--- src/rtl/morph_win_ctrl.sv ---
// Frame sequencer for the 3x3 binary morphology kernel: buffers three rows of a
// 1-bit raster stream and presents one padded 3x3 window per pixel over valid/ready.
//
// state | meaning
// ------+------------------------------------------------------------------
// IDLE  | waiting for start; mode latched and row buffers padded on start
// LOAD  | accepting one input row into new; shifts the row window when full
// SCAN  | presenting windows for the current centre row, one per column
// FLUSH | one cycle: shift in a pad row so the last image row can be centred
// DONE  | one-cycle done pulse, then back to IDLE
module morph_win_ctrl #(
    parameter int WIDTH  = 8,
    parameter int HEIGHT = 8
) (
    input  logic                       clk,
    input  logic                       rst_n,
    input  logic                       start,
    input  logic                       sel_in,
    input  logic                       pix_in,
    input  logic                       pix_valid,
    output logic                       pix_ready,
    output logic [2:0]                 q1,
    output logic [2:0]                 q2,
    output logic [2:0]                 q3,
    output logic                       sel,
    output logic                       win_valid,
    input  logic                       win_ready,
    output logic [$clog2(HEIGHT)-1:0]  win_row,
    output logic [$clog2(WIDTH)-1:0]   win_col,
    output logic                       busy,
    output logic                       done
);

    localparam int CW = $clog2(WIDTH);
    localparam int RW = $clog2(HEIGHT);
    localparam int NW = $clog2(HEIGHT + 1);
    localparam logic [CW-1:0] LAST_COL = CW'(WIDTH - 1);
    localparam logic [RW-1:0] LAST_ROW = RW'(HEIGHT - 1);
    localparam logic [NW-1:0] ROWS     = NW'(HEIGHT);

    typedef enum logic [2:0] {
        S_IDLE,
        S_LOAD,
        S_SCAN,
        S_FLUSH,
        S_DONE
    } state_t;

    state_t           state_q;
    logic             sel_q;
    logic             pix_ready_q;
    logic             win_valid_q;
    logic             busy_q;
    logic             done_q;
    logic [WIDTH-1:0] top_q;
    logic [WIDTH-1:0] mid_q;
    logic [WIDTH-1:0] bot_q;
    logic [WIDTH-1:0] new_q;
    logic [WIDTH-1:0] new_d;
    logic [CW-1:0]    col_q;
    logic [NW-1:0]    row_cnt_q;
    logic [RW-1:0]    cen_q;

    logic             pix_acc;
    logic             win_acc;
    logic [CW:0]      ci;
    logic [WIDTH+1:0] ext_top;
    logic [WIDTH+1:0] ext_mid;
    logic [WIDTH+1:0] ext_bot;

    assign pix_acc = pix_valid & pix_ready_q;
    assign win_acc = win_valid_q & win_ready;

    // The final pixel of a row must reach bot in the same cycle it is accepted.
    always_comb begin
        new_d        = new_q;
        new_d[col_q] = pix_in;
    end

    // Pad on both ends so column -1 and column WIDTH read the neutral element.
    always_comb begin
        ci      = {1'b0, col_q};
        ext_top = {sel_q, top_q, sel_q};
        ext_mid = {sel_q, mid_q, sel_q};
        ext_bot = {sel_q, bot_q, sel_q};
        q1      = {ext_top[ci], ext_top[ci + 1'b1], ext_top[ci + 2'd2]};
        q2      = {ext_mid[ci], ext_mid[ci + 1'b1], ext_mid[ci + 2'd2]};
        q3      = {ext_bot[ci], ext_bot[ci + 1'b1], ext_bot[ci + 2'd2]};
    end

    always_ff @(posedge clk or negedge rst_n) begin
        if (!rst_n) begin
            state_q     <= S_IDLE;
            sel_q       <= 1'b0;
            pix_ready_q <= 1'b0;
            win_valid_q <= 1'b0;
            busy_q      <= 1'b0;
            done_q      <= 1'b0;
            top_q       <= '0;
            mid_q       <= '0;
            bot_q       <= '0;
            new_q       <= '0;
            col_q       <= '0;
            row_cnt_q   <= '0;
            cen_q       <= '0;
        end else begin
            done_q <= 1'b0;
            case (state_q)
                S_IDLE: begin
                    if (start) begin
                        sel_q       <= sel_in;
                        top_q       <= {WIDTH{sel_in}};
                        mid_q       <= {WIDTH{sel_in}};
                        bot_q       <= {WIDTH{sel_in}};
                        col_q       <= '0;
                        row_cnt_q   <= '0;
                        cen_q       <= '0;
                        busy_q      <= 1'b1;
                        pix_ready_q <= 1'b1;
                        state_q     <= S_LOAD;
                    end
                end

                S_LOAD: begin
                    if (pix_acc) begin
                        new_q <= new_d;
                        if (col_q == LAST_COL) begin
                            col_q     <= '0;
                            top_q     <= mid_q;
                            mid_q     <= bot_q;
                            bot_q     <= new_d;
                            row_cnt_q <= row_cnt_q + 1'b1;
                            // With only one row in hand there is no centre row yet.
                            if (row_cnt_q != '0) begin
                                cen_q       <= RW'(row_cnt_q - 1'b1);
                                pix_ready_q <= 1'b0;
                                win_valid_q <= 1'b1;
                                state_q     <= S_SCAN;
                            end
                        end else begin
                            col_q <= col_q + 1'b1;
                        end
                    end
                end

                S_SCAN: begin
                    if (win_acc) begin
                        if (col_q == LAST_COL) begin
                            col_q       <= '0;
                            win_valid_q <= 1'b0;
                            if (cen_q == LAST_ROW) begin
                                done_q  <= 1'b1;
                                state_q <= S_DONE;
                            end else if (row_cnt_q < ROWS) begin
                                pix_ready_q <= 1'b1;
                                state_q     <= S_LOAD;
                            end else begin
                                state_q <= S_FLUSH;
                            end
                        end else begin
                            col_q <= col_q + 1'b1;
                        end
                    end
                end

                S_FLUSH: begin
                    top_q       <= mid_q;
                    mid_q       <= bot_q;
                    bot_q       <= {WIDTH{sel_q}};
                    cen_q       <= LAST_ROW;
                    win_valid_q <= 1'b1;
                    state_q     <= S_SCAN;
                end

                S_DONE: begin
                    busy_q  <= 1'b0;
                    state_q <= S_IDLE;
                end

                default: begin
                    pix_ready_q <= 1'b0;
                    win_valid_q <= 1'b0;
                    busy_q      <= 1'b0;
                    state_q     <= S_IDLE;
                end
            endcase
        end
    end

    assign pix_ready = pix_ready_q;
    assign win_valid = win_valid_q;
    assign sel       = sel_q;
    assign busy      = busy_q;
    assign done      = done_q;
    assign win_row   = cen_q;
    assign win_col   = col_q;

endmodule

--- config.mk ---
export PLATFORM = sky130hd
export DESIGN_NAME = morph_win_ctrl
export DESIGN_NICKNAME = d
export VERILOG_FILES = /design/src/rtl/morph_win_ctrl.sv
export SDC_FILE = /design/constraint.sdc
export NUM_CORES = 1
export LEC_CHECK = 0
export CAP_MARGIN = 0
export CORE_MARGIN = 3
export CORE_UTILIZATION = 50
export CTS_BUF_LIST = sky130_fd_sc_hd__clkbuf_4
export DETAILED_ROUTE_END_ITERATION = 16
export GPL_TIMING_DRIVEN = 0
export PLACE_DENSITY = 0.7
export SLEW_MARGIN = 15
export SYNTH_ARGS = -nofsm -noshare
export SYNTH_HDL_FRONTEND = slang
export SYNTH_SLANG_ARGS = --single-unit
--- constraint.sdc ---
create_clock -name clk -period 2.5 [get_ports clk]
set_input_delay 0.5 -clock clk [delete_from_list [all_inputs] [get_ports clk]]
set_output_delay 0.5 -clock clk [all_outputs]
set_load 0.01 [all_outputs]
==> impl_metrics.tcl <==
set metrics [dict create \
    fp.dieW_um 85.77 \
    port_buffers 26 \
    clock-sinks 50 \
    rsz0062_at_grt "yes" \
    rows 28 \
    fin_crit_ns 2.696 \
    min_path_type "in2async" \
    worst_slack_ns -0.1958 \
    syn_nets 342 \
    top_layer_used "met4" \
    antenna_found_initial 0 \
    postSynthAreaPerCell_um2 9.760 \
    skew_ns 0.02240 \
    initial_core_util_pct 52.80 \
    required_ns 2.00 \
    hold_ws_ns 0.02036 \
    syn2layout_area_growth_pct 23.16 \
    hold_buffers 0 \
    numCtsBuffers 5 \
    finalCritPeriodShare_pct 107.8 \
    layout-drive-gt1-share_pct 26.18 \
    peakVddDrop_mv 0.7848 \
    setup_viol 6 \
    ant_nets 0 \
    met2WireLength_um 4379 \
    yosys_warnings 0 \
    num_antenna_cells 0 \
    yosysUniqueCellTypes 47 \
    tns_ns -0.6728 \
    p_leak_nw 1.632 \
    synthFlopType "dfrtp_1" \
    run_status "complete, but fails checks" \
    synth_area_um2 3182 \
    root_buffer "clkbuf_4" \
    postSynthCellCount 326 \
    gp_congestion 0.9201 \
    clkTransAtPathRegs_ns 0.16 \
    final_max_slew_viol_count 0 \
    grt_util_all_layers_pct 25.59 \
    drc 0 \
    dr.pass1.iters 7 \
    drt_iter0_drc 342 \
    grt_pass1_wl_um 14650 \
    worst_pin_slew_ns 0.8827 \
    cts_tree "built" \
    vias 2919 \
    htreeDepth 2 \
    p_per_area_nw_per_um2 1510 \
    maxCapViolCount 0 \
    insertion_delay_ns 0.39 \
    fp.dieH_um 85.77 \
    grt.overflow.total 0 \
    met1_length_um 3821 \
    wl_per_cell_um 20.29 \
    fmax_mhz 370.9 \
    violations "setup timing" \
    synth_edf_count 0 \
    fillers 496 \
    design.die.area_um2 7356 \
    nNetsFinal 397 \
    io_pins 27 \
    cp-start-kind "flip-flop" \
    synth-seq-cells 50 \
    postSynth.asyncResetShare_pct 100.0 \
    crit_fanout 6 \
    path_class "reg2out" \
    finalWirelength_um 9274 \
    grt_max_degree 34 \
    core-area_um2 6026 \
    vias_per_cell 6.387 \
    clockBufferDepth 2 \
    max_slew_margin_pct 40.94 \
    endpoint_kind "output pin" \
    crit_arrival_ns 2.20 \
    synth_seq_area_share_pct 39.32 \
    dp_hpwl_um 6137 \
    wl_met3_um 856 \
    grt_pass1_vias 2783 \
    hold_violations 0 \
]
power by group:
part           internal (mW)  total [mW]  switching, mW
registers               1.18        1.56          0.383
logic                   1.97        3.97           2.00
clock network          0.117       0.392          0.275
total                   3.26        5.92           2.65
metrics by stage:
step | utilization [%] | setup WS, ns | power, mW | cell area (µm²) | cells
2_1_floorplan | - | 0.03166 | 3.755 | 3182 | 326
3_3_place_gp | 58.68 | -0.7130 | 4.907 | 3536 | 427
3_5_place_dp | 58.93 | -0.6787 | 4.962 | 3551 | 428
4_1_cts | 63.50 | -0.1498 | 5.626 | 3826 | 454
5_1_grt | 65.03 | -0.2712 | 6.315 | 3919 | 457
6_report | 65.03 | -0.1958 | 5.918 | 3919 | 457
layout by cell type, fill, tap and decap left out, types with 3 or more instances in the layout:
cell             count
o21ai_1              5
mux4_2              18
nor2_1              34
clkbuf_4             7
o21ai_0              9
o22a_1               8
ha_1                 6
buf_6                6
nand2b_1             8
nor3_1               5
clkdlybuf4s50_1     16
mux2i_1             10
clkbuf_2             4
dfrtp_2              4
a21o_1               3
dfrtp_1             46
inv_1                7
nor2_2               4
mux2_2               9
a21oi_1             42
nand3_1             17
clkbuf_1             8
buf_4               16
nand2_1             21
ha_4                 3
buf_2               13
a22oi_2              3
o211ai_1             3
state kept, by name, summed over array words and instances, names as in the netlist, 3 cells and up:
name       count
bot_q          8
mid_q          8
new_q          8
row_cnt_q      4
state_q        3
top_q          8
win_col        3
win_row        3
cells by family after synthesis:
group,after synthesis,share of synthesized area [%]
xor gates and xnor gates,2,0.5506
muxes,37,19.07
AOI/OAI and AO/OA,88,17.03
adders and majority gates,9,3.539
buffers and inverters,31,3.932
DFF,50,39.32
and+or+nand+nor,109,16.56
critical path: stages (launching register included):
cell and delay [ns]:
dfrtp_2 0.48, ha_4 0.34, buf_6 0.11, mux4_2 0.50, a21oi_2 0.15, o21ai_1 0.08, buf_2 0.15
layer usage:
layer | global-route usage, % | up-vias
met5 | 0 | -
met4 | 6.475 | 0
met3 | 5.860 | 21
met2 | 39.62 | 151
met1 | 36.66 | 1440
li1 | - | 1307
cells in the mapped netlist (9+ instances only):
cell type	n	share of area, %
a21oi_1	43	6.8
mux2_2	9	3.2
o21ai_0	14	2.2
nor2_1	38	4.5
mux2i_1	10	3.1
ha_1	9	3.5
mux4_2	18	13
nand3_1	17	2.7
dfrtp_1	50	39
clkbuf_1	13	1.5
nand2_1	21	2.5
layout make-up:
cell class	instances	area, µm²	share of cell area, %
clock buffer	6	45.04	1.149
sequential	50	1256	32.06
inverter	8	33.78	0.8621
tap	75	93.84	2.395
timing repair buffer	49	439.2	11.21
multi-input combinational	245	1889	48.21
buffer	22	152.6	3.895
clock inverter	2	8.758	0.2235
worst paths after layout:
check / start / endpoint / slack, ns / cells past startpoint
min in group clk: new_q[5]$_DFFE_PN0P_ / new_q[5]$_DFFE_PN0P_ / 0.52 / 1
max in group asynchronous: rst_n / new_q[2]$_DFFE_PN0P_ / 1.93 / 2
min: rst_n / done$_DFF_PN0_ / 0.02 / 1
max: win_col[0]$_DFFE_PN0P_ / q2[1] / -0.20 / 6
max reg2reg: win_col[0]$_DFFE_PN0P_ / top_q[7]$_DFFE_PN0P_ / 0.08 / 7
min reg2reg: new_q[5]$_DFFE_PN0P_ / new_q[5]$_DFFE_PN0P_ / 0.52 / 1
repair_timing:
| action | 4_1_cts | 5_1_grt |
|---|---|---|
| resized for setup | 67 | 20 |
| setup endpoints to repair | 19 | 19 |
| pin swaps | 3 | 2 |
| gates cloned | 0 | 1 |
| buffers inserted | 19 | 2 |
Note: power is estimated with default switching activity, not from simulation.
